==> src/rtl/ravenoc_link_slice.sv <==
// ravenoc_link_slice
//   Registered link slice for one NoC hop. Each virtual channel has its own
//   2-entry FIFO. The output side offers the head of the highest-numbered VC
//   that is both non-empty and ready downstream.
//
// Ports
//   clk_noc     in   NoC clock, rising edge
//   arst_noc    in   asynchronous reset, active low
//   in_valid    in   upstream flit valid
//   in_vc_id    in   upstream flit VC
//   in_fdata    in   upstream flit data
//   in_ready    out  per-VC space available (from registers only)
//   out_valid   out  downstream flit valid
//   out_vc_id   out  downstream flit VC
//   out_fdata   out  downstream flit data
//   out_ready   in   per-VC downstream readiness
//   overflow_o  out  sticky: flit arrived for a full VC and was dropped
//   bad_vc_o    out  sticky: flit arrived with VC id >= N_VIRT_CHN and was dropped
//
// Handshake
//   Upstream: a flit transfers on an edge with in_valid=1, a legal in_vc_id
//   and in_ready[in_vc_id]=1. in_valid with in_ready[in_vc_id]=0 is not a
//   stall; the flit is lost and overflow_o is raised.
//   Downstream: out_ready is pre-qualified per VC, so any cycle with
//   out_valid=1 is a completed transfer and the head pops on that edge.

module ravenoc_link_slice #(
  parameter int FLIT_WIDTH = 34,
  parameter int N_VIRT_CHN = 3
) (
  input  logic                          clk_noc,
  input  logic                          arst_noc,
  input  logic                          in_valid,
  input  logic [$clog2(N_VIRT_CHN)-1:0] in_vc_id,
  input  logic [FLIT_WIDTH-1:0]         in_fdata,
  output logic [N_VIRT_CHN-1:0]         in_ready,
  output logic                          out_valid,
  output logic [$clog2(N_VIRT_CHN)-1:0] out_vc_id,
  output logic [FLIT_WIDTH-1:0]         out_fdata,
  input  logic [N_VIRT_CHN-1:0]         out_ready,
  output logic                          overflow_o,
  output logic                          bad_vc_o
);

  localparam int VC_W = $clog2(N_VIRT_CHN);

  // Storage is not reset: out_fdata is masked whenever a FIFO is empty.
  logic [FLIT_WIDTH-1:0] r_mem [N_VIRT_CHN][2];
  logic [N_VIRT_CHN-1:0] r_rd_ptr;
  logic [N_VIRT_CHN-1:0] r_wr_ptr;
  logic [1:0]            r_cnt [N_VIRT_CHN];
  logic                  r_overflow;
  logic                  r_bad_vc;

  logic [N_VIRT_CHN-1:0] w_push;
  logic [N_VIRT_CHN-1:0] w_pop;
  logic [N_VIRT_CHN-1:0] w_elig;
  logic                  w_any;
  logic                  w_vc_legal;
  logic                  w_hit_full;
  logic [VC_W-1:0]       w_sel;
  logic [FLIT_WIDTH-1:0] w_head;

  always_comb begin
    in_ready   = '0;
    w_push     = '0;
    w_pop      = '0;
    w_elig     = '0;
    w_any      = 1'b0;
    w_hit_full = 1'b0;
    w_sel      = '0;
    w_head     = '0;
    w_vc_legal = (int'(in_vc_id) < N_VIRT_CHN);

    for (int v = 0; v < N_VIRT_CHN; v++) begin
      in_ready[v] = (r_cnt[v] != 2'd2);
      w_elig[v]   = (r_cnt[v] != 2'd0) && out_ready[v];
      // Ascending scan: the last eligible VC seen is the highest one.
      if (w_elig[v]) begin
        w_any = 1'b1;
        w_sel = VC_W'(v);
      end
      // Fullness is judged on the registered count, so a push into a full
      // VC is dropped even if that VC pops on the same edge.
      if (in_valid && (in_vc_id == VC_W'(v))) begin
        if (r_cnt[v] != 2'd2) w_push[v] = 1'b1;
        else                  w_hit_full = 1'b1;
      end
    end

    for (int v = 0; v < N_VIRT_CHN; v++) begin
      w_pop[v] = w_any && (w_sel == VC_W'(v));
      if (w_pop[v]) w_head = r_mem[v][r_rd_ptr[v]];
    end
  end

  assign out_valid  = w_any;
  assign out_vc_id  = w_sel;
  assign out_fdata  = w_head;
  assign overflow_o = r_overflow;
  assign bad_vc_o   = r_bad_vc;

  always_ff @(posedge clk_noc or negedge arst_noc) begin
    if (!arst_noc) begin
      r_rd_ptr   <= '0;
      r_wr_ptr   <= '0;
      r_overflow <= 1'b0;
      r_bad_vc   <= 1'b0;
      for (int v = 0; v < N_VIRT_CHN; v++) r_cnt[v] <= 2'd0;
    end else begin
      for (int v = 0; v < N_VIRT_CHN; v++) begin
        if (w_push[v]) r_wr_ptr[v] <= ~r_wr_ptr[v];
        if (w_pop[v])  r_rd_ptr[v] <= ~r_rd_ptr[v];
        case ({w_push[v], w_pop[v]})
          2'b10:   r_cnt[v] <= r_cnt[v] + 2'd1;
          2'b01:   r_cnt[v] <= r_cnt[v] - 2'd1;
          default: r_cnt[v] <= r_cnt[v];
        endcase
      end
      if (w_hit_full)              r_overflow <= 1'b1;
      if (in_valid && !w_vc_legal) r_bad_vc   <= 1'b1;
    end
  end

  always_ff @(posedge clk_noc) begin
    for (int v = 0; v < N_VIRT_CHN; v++) begin
      if (w_push[v]) r_mem[v][r_wr_ptr[v]] <= in_fdata;
    end
  end

endmodule

==> config.mk <==
export PLATFORM = sky130hd
export DESIGN_NAME = ravenoc_link_slice
export DESIGN_NICKNAME = d
export VERILOG_FILES = /design/src/rtl/ravenoc_link_slice.sv
export SDC_FILE = /design/constraint.sdc
export NUM_CORES = 1
export LEC_CHECK = 0
export CELL_PAD_IN_SITES_DETAIL_PLACEMENT = 2
export CELL_PAD_IN_SITES_GLOBAL_PLACEMENT = 2
export CORE_ASPECT_RATIO = 0.7
export CORE_MARGIN = 2
export CORE_UTILIZATION = 30
export DETAILED_ROUTE_END_ITERATION = 8
export PLACE_DENSITY_LB_ADDON = 0.12
export SYNTH_ARGS = -nofsm -noshare
export SYNTH_HDL_FRONTEND = slang
export SYNTH_SLANG_ARGS = --single-unit
==> constraint.sdc <==
create_clock -name clk_noc -period 7.1 [get_ports clk_noc]
set_input_delay 1.775 -clock clk_noc [delete_from_list [all_inputs] [get_ports clk_noc]]
set_output_delay 1.775 -clock clk_noc [all_outputs]
set_load 0.01 [all_outputs]
==> summary.md, run 1 <==
| Metric | Value |
|---|---|
| Worst slew pin tran | 1.09 ns |
| FMAX | 169 MHz |
| Gr busiest metal | met2 |
| Root Buffer | clkbuf_16 |
| Switching power | 0.00129 W |
| Worst Setup End Kind | output pin |
| CTS Sinks | 218 |
| Non-filler cells, final | 988 |
| Logic gate share of total power | 0.312 |
| CTS tree | yes |
| DP HPWL | 13.6 mm |
| Hold WC Path Type | flop to flop |
| N_diodes | 0 |
| #FFs+latches synth | 218 |
| Status | complete, no violations |
| Vias in the first global route | 5255 |
| Die Y | 148 µm |
| Worst reg2reg path startpoint | r_cnt[4] |
| Final Net Count | 640 |
| RSZ-0062 raised after global routing | false |
| Cells on worst reg2reg path | 7 |
| First-pass GRT wire length | 34.4 mm |
| Die area | 31000 µm² |
| R2r setup slk | 4.58 ns |
| Mean routed wirelength per cell | 23.4 µm |
| H-tree Lvls | 1 |
| Max-slew violation count | 0 |
| Core Area | 29000 µm² |
| Area leader, netlist | edfxtp_1 |
| Arrival time worst endpoint | 4.14 ns |
| Fillers | 2791 |
| Max VDD drop | 0.170 mV |
| Die outline width | 209 µm |
| Setup TNS Final | 0 ns |
| Syn Area/Cell | 17.5 µm² |
| Fraction of power consumed by sequential logic | 0.418 |
| Port Buf Inserts | 83 |
| Req. time, crit path | 5.33 ns |
| Footprint of the multi-input gates | 2230 µm² |
| Util after Layout | 0.372 |
| CP Class | input port to output pin |
| DRT Pass-1 Iters | 4 |
| Post-route ant nets | 0 |
| Top-level port count | 84 |
| # hold bufs at CTS | 0 |
| Initial Utilization | 0.306 |
| FF-to-FF End | r_cnt[5] |
| Initial antenna violation count | 1 |
| Endpoints failing setup | 0 |
| Setup bufs post-CTS | 0 |
| Reg area | 6480 µm² |
| Share of cells above drive strength 1 | 0.141 |
| Vias/cell | 4.86 |
| Global placer's final weighted congestion | 0.693 |
| Clock slew at reported path FFs | 0.06 ns |
| Ranking of synthesized cells by area | edfxtp_1, mux2i_1, dfrtp_1, nor3_2, a2bb2oi_1 |
| Period utilization | 0.834 |
| Syn Inst Count | 505 |
| Area fraction of the dominant cell type after synthesis | 0.691 |
| Inserted Clock Buffers | 23 |
| Synth unique cells | 28 |
| Sequential-to-total area share from yosys stat | 0.731 |
| Grt met1 use | 0.208 |
| Final hold violations | 0 |
| Area growth, synth to finish | 21.6% |
| Cell Pwr Density | 373 nW/µm² |
| Total Routing Usage GR | 0.149 |
| Met3 usage | 0.0242 |
| Clk_lat worst skew | 0.52 ns |
| Worst Setup Start Kind | input port |
| Max clock buf depth | 3 |
| Grt ovf | 0 |
| CP max FO | 18 |
| Hold_ws | 0.467 ns |
| Routed Wire Length | 23.1 mm |
| Post-CTS Resized | 0 |
| Final min period | 5.92 ns |
| Syn Std Cell Area | 8860 µm² |
| Leakage | 3.69 nW |
| Maxcap violations | 0 |
| Via Count | 4803 |
| Relative slew slack | 0.275 |
| Synth warn | 0 |
| Clock power share | 0.270 |
| Initial DRC count | 177 |
| Dpl cells | 948 |
| Internal | 0.00273 W |
| DRC errors left | 0 |
| Rows | 52 |
| Met2 usage | 0.247 |
| Pwr Total | 0.00402 W |
| Critical Path Start | out_ready[1] |
| Largest net degree at the start of global routing | 38 |
| Synthesized Nets | 550 |
| Final Skew | 0.0188 ns |
| Sw Ratio | 0.322 |
| Setup crit end | out_fdata[18] |
## state kept, by name (all words and copies together) (netlist names)
signal,cells
r_mem,204
r_cnt,6
r_rd_ptr,3
r_wr_ptr,3
bad_vc_o,1
overflow_o,1
## area by class of cell
type / instances / area share
Sequential cell: 218 / 0.601
Timing Repair Buffer: 96 / 0.0861
Clock inverter: 8 / 0.00395
Inverter: 4 / 0.00139
Tap cell: 378 / 0.0439
Clock buffer: 32 / 0.0565
Multi-Input combinational cell: 252 / 0.207
## synthesized netlist by cell type
master / instances
edfxtp_1: 204
mux2i_1: 102
o21ai_0: 35
a2bb2oi_1: 34
nor3_2: 31
dfrtp_1: 14
buf_2: 11
nor2_1: 10
xnor2_1: 10
buf_4: 8
buf_6: 6
clkbuf_1: 6
xor2_1: 5
inv_1: 4
nand2b_1: 4
nor3_1: 4
ha_1: 3
nand4b_1: 2
nor4bb_1: 2
o21ai_2: 2
a31o_2: 1
and3_1: 1
nand2_1: 1
nand3_1: 1
nor3b_1: 1
nor4b_1: 1
o21a_1: 1
o31ai_1: 1
## metal layers
layer	part of all wire	up-vias
met1	0.48	2526
met4	0.017	2
met2	0.47	85
met3	0.033	34
li1	-	2156
met5	0.00052	-
## through the flow
stage | worst slack, ns | cell area [µm²]
6_report | 1.18 | 10800
5_1_grt | 1.08 | 10800
4_1_cts | 1.13 | 10800
3_5_place_dp | 1.15 | 10100
3_3_place_gp | 1.16 | 10100
2_1_floorplan | 2.78 | 8860
## kinds of logic (layout without fill, tap and decap cells)
kind of cell,count (synthesis),in the layout,share of synthesized area
buf+inv,35,140,0.0248
simple gates,58,58,0.0521
xor+xnor,15,15,0.0148
mux,102,102,0.115
fa+ha+maj,3,3,0.00424
compound gates,74,74,0.0580
flops,218,218,0.731
## cells in the final DEF, fill, tap and decap left out, types with 2 or more instances in the layout
cell type / netlist / routed
xnor2_1: 10 / 10
nor4bb_1: 2 / 2
o21ai_4: 0 / 3
inv_6: 0 / 2
edfxtp_1: 204 / 204
clkbuf_16: 0 / 23
clkdlybuf4s50_1: 0 / 83
o21ai_0: 35 / 34
nand2b_1: 4 / 4
buf_4: 8 / 13
nand4b_1: 2 / 2
nor3_2: 31 / 31
dfrtp_2: 0 / 3
ha_1: 3 / 3
mux2i_1: 102 / 102
nor3_1: 4 / 4
clkinv_1: 0 / 4
nor2_4: 0 / 5
clkbuf_1: 6 / 9
a2bb2oi_1: 34 / 34
xor2_1: 5 / 5
dfrtp_1: 14 / 11
nor2_1: 10 / 5
inv_1: 4 / 3
clkinv_2: 0 / 2
## worst max-delay path, cell delays in order
cell and delay [ns]:
clkdlybuf4s50_1 0.54, o21a_2 0.60, buf_4 0.44, nor3_2 0.08
a2bb2oi_1 0.15, clkdlybuf4s50_1 0.52
## how the worst min path moves through the flow
stage,startpoint,endpoint,slack [ns],cells after the start
3_5_place_dp,bad_vc_o,bad_vc_o,0.46,1
5_1_grt,bad_vc_o,bad_vc_o,0.50,1
3_3_place_gp,bad_vc_o,bad_vc_o,0.45,1
4_1_cts,bad_vc_o,bad_vc_o,0.48,1
2_1_floorplan,r_wr_ptr[0],r_wr_ptr[0],0.46,1
6_report,bad_vc_o,bad_vc_o,0.47,1
## power by group through the flow
stage          clock network, W  registers (W)  logic [W]
3_3_place_gp                  0        0.00170    0.00127
6_report                0.00108        0.00168    0.00125
5_1_grt                 0.00116        0.00170    0.00136
4_1_cts                 0.00112        0.00168    0.00129
2_1_floorplan                 0        0.00160   0.000835
3_5_place_dp                  0        0.00171    0.00128
Power figures use the tool's default switching activity.
==> inputs of run 2 (changes only) <==
clock period = 5.14 ns   (was 7.1 ns; I/O delays follow)
==> summary.md, run 2 (synthesis gave the netlist of run 1 again) <==
| Metric | Value |
|---|---|
| Max VDD drop | 0.216 mV (was 0.170 mV) |
| Maxcap violations | 0 (unchanged) |
| Initial antenna violation count | 0 (was 1) |
| Setup bufs post-CTS | 0 (unchanged) |
| Die area | 31000 µm² (unchanged) |
| Relative slew slack | 0.264 (was 0.275) |
| Hold depth | 1 (unchanged) |
| Initial DRC count | 225 (was 177) |
| Period utilization | 0.922 |
| RSZ-0062 raised after global routing | false (unchanged) |
| Clk_lat worst skew | 0.50 ns (was 0.52 ns) |
| Die Y | 148 µm (unchanged) |
| Most frequent cells in the layout | edfxtp_1, mux2i_1, clkdlybuf4s50_1 (unchanged) |
| Final hold violations | 0 (unchanged) |
| Hold Crit Endpoint | overflow_o (was bad_vc_o) |
| H-tree Lvls | 1 (unchanged) |
| Clock slew at reported path FFs | 0.06 ns (about the same) |
| Footprint of the multi-input gates | 2230 µm² (unchanged) |
| Kind of cell adding the most delay to the critical path | buffers and inverters (unchanged) |
| Max clock buf depth | 3 (unchanged) |
| Leakage | 3.74 nW (was 3.69 nW) |
| Status | complete, no violations (unchanged) |
| DRC errors left | 0 (unchanged) |
| First-pass GRT wire length | 35.1 mm (was 34.4 mm) |
| Post-route ant nets | 0 (unchanged) |
| Worst Slack Setup Final | 0.403 ns (was 1.18 ns) |
| Hold_ws | 0.468 ns (was 0.467 ns) |
| Cell count along the critical path | 6 (unchanged) |
| Req. time, crit path | 3.86 ns (was 5.33 ns) |
| Total Routing Usage GR | 0.152 (was 0.149) |
| FMAX | 211 MHz |
| Initial Utilization | 0.306 (unchanged) |
| Cells on worst reg2reg path | 7 (unchanged) |
| Arrival time worst endpoint | 3.45 ns (was 4.14 ns) |
| Inserted Clock Buffers | 23 (unchanged) |
| Final instance area | 10800 µm² (about the same) |
| Pre-CTS setup slack | 0.355 ns (was 1.15 ns) |
| Mean routed wirelength per cell | 23.3 µm (was 23.4 µm) |
| Fillers | 2803 (was 2791) |
| Reg area | 6480 µm² (unchanged) |
| # hold bufs at CTS | 0 (unchanged) |
| Routed Wire Length | 23.2 mm (was 23.1 mm) |
| Placement Cell Area | 10200 µm² (was 10100 µm²) |
| Crit path buffers/inverters | 3 (unchanged) |
| CP Class | input port to output pin (unchanged) |
| Largest net degree at the start of global routing | 35 (was 38) |
| Final Skew | 0.00821 ns (was 0.0188 ns) |
| Worst slew pin tran | 1.10 ns (was 1.09 ns) |
| DP HPWL | 13.6 mm (about the same) |
| Via Count | 4793 (was 4803) |
| Worst reg2reg path startpoint | r_cnt[0] (was r_cnt[4]) |
| Cell Pwr Density | 514 nW/µm² (was 373 nW/µm²) |
| CP max FO | 19 (was 18) |
| Vias in the first global route | 5414 (was 5255) |
| Setup TNS Final | 0 ns (unchanged) |
| Global placer's final weighted congestion | 0.688 (was 0.693) |
| CTS tree | yes (unchanged) |
| Die outline width | 209 µm (unchanged) |
| Area growth, synth to finish | 22.3% (was 21.6%) |
| Grt ovf | 0 (unchanged) |
| Top-level port count | 84 (unchanged) |
| Final min period | 4.74 ns |
| CTS Sinks | 218 (unchanged) |
| Max reg flops | 204 (unchanged) |
| Core Area | 29000 µm² (unchanged) |
| Final Net Count | 647 (was 640) |
| Slowest cell on crit path | clkdlybuf4s50_1 (was o21a_2) |
| Commonest non-fill, non-tap cell in the layout | edfxtp_1 (unchanged) |
| Worst Setup End Kind | output pin (unchanged) |
| R2r setup slk | 2.64 ns (was 4.58 ns) |
| N_diodes | 0 (unchanged) |
| Port Buf Inserts | 83 (unchanged) |
| Hold WC Path Type | flop to flop (unchanged) |
| Root Buffer | clkbuf_16 (unchanged) |
| Rows | 52 (unchanged) |
| Share of cells above drive strength 1 | 0.153 (was 0.141) |
| Post-CTS Resized | 0 (unchanged) |
| Critical path, cell by cell | clkdlybuf4s50_1, o21ai_4, buf_12, nor3_2, a2bb2oi_1, clkdlybuf4s50_1 (was clkdlybuf4s50_1, o21a_2, buf_4, nor3_2, a2bb2oi_1, clkdlybuf4s50_1) |
| Endpoints failing setup | 0 (unchanged) |
| Vias/cell | 4.82 (was 4.86) |
| Largest stage delay on the critical path | 0.60 ns (about the same) |
| CP dominant cell by count | clkdlybuf4s50_1 (unchanged) |
| FF-to-FF End | r_cnt[5] (unchanged) |
| DRT Pass-1 Iters | 4 (unchanged) |
| Max-slew violation count | 0 (unchanged) |
| Min-delay src | overflow_o (was bad_vc_o) |
| Worst Setup Start Kind | input port (unchanged) |
-- run 2: cell types whose count changed in the layout (fill, tap and decap cells not counted) --
cell      previous run  this run
buf_4               13        19
inv_6                2         0
clkbuf_1             9         5
buf_12               0         1
clkinv_1             4         6
clkinv_2             2         5
-- run 2: worst max-delay path by stage --
stage | slack [ns] | endpoint | from
3_3_place_gp | 0.34 | out_fdata[19] | out_ready[0]
2_1_floorplan | 1.64 | r_mem[0][34] | in_vc_id[1]
5_1_grt | 0.28 | out_fdata[22] | out_ready[0]
4_1_cts | 0.36 | out_fdata[24] | out_ready[0]
6_report | 0.40 | out_fdata[24] | out_ready[0]
3_5_place_dp | 0.35 | out_fdata[19] | out_ready[0]
-- run 2: final cells by class --
type                            count  share of cell area
Clock inverter                     11             0.00439
Sequential cell                   218               0.598
Tap cell                          378              0.0436
Inverter                            4             0.00139
Timing Repair Buffer              103              0.0917
Clock buffer                       28              0.0548
Multi-Input combinational cell    252               0.206
-- run 2: routing by layer --
layer	part of all wire	routed length (µm)	global-route usage	vias up
met2	0.47	10800	0.249	74
met3	0.028	657	0.0234	29
met4	0.018	423	0.0300	0
met5	0	0	0	-
li1	-	-	-	2173
met1	0.49	11300	0.215	2517
-- run 2: worst reg2reg max path: stages, from the launching register on --
cell,delay (ns)
dfrtp_1,0.46
o21ai_4,0.60
inv_2,0.12
buf_4,0.27
nor3_2,0.36
ha_1,0.33
nor2_1,0.14
xor2_1,0.15
-- run 2: report_power, final --
group          switching, W  total, W  internal (W)  leakage (nW)
registers          0.000194   0.00231       0.00212          2.00
logic              0.000941   0.00179      0.000853          1.41
clock network      0.000655   0.00147      0.000815         0.318
total               0.00179   0.00557       0.00378          3.74
-- run 2: stage by stage --
| step | cells | util | power [W] |
|---|---|---|---|
| 2_1_floorplan | 505 | - | 0.00336 |
| 3_3_place_gp | 955 | 0.352 | 0.00416 |
| 3_5_place_dp | 955 | 0.352 | 0.00419 |
| 4_1_cts | 994 | 0.374 | 0.00568 |
| 5_1_grt | 994 | 0.374 | 0.00585 |
| 6_report | 994 | 0.374 | 0.00557 |
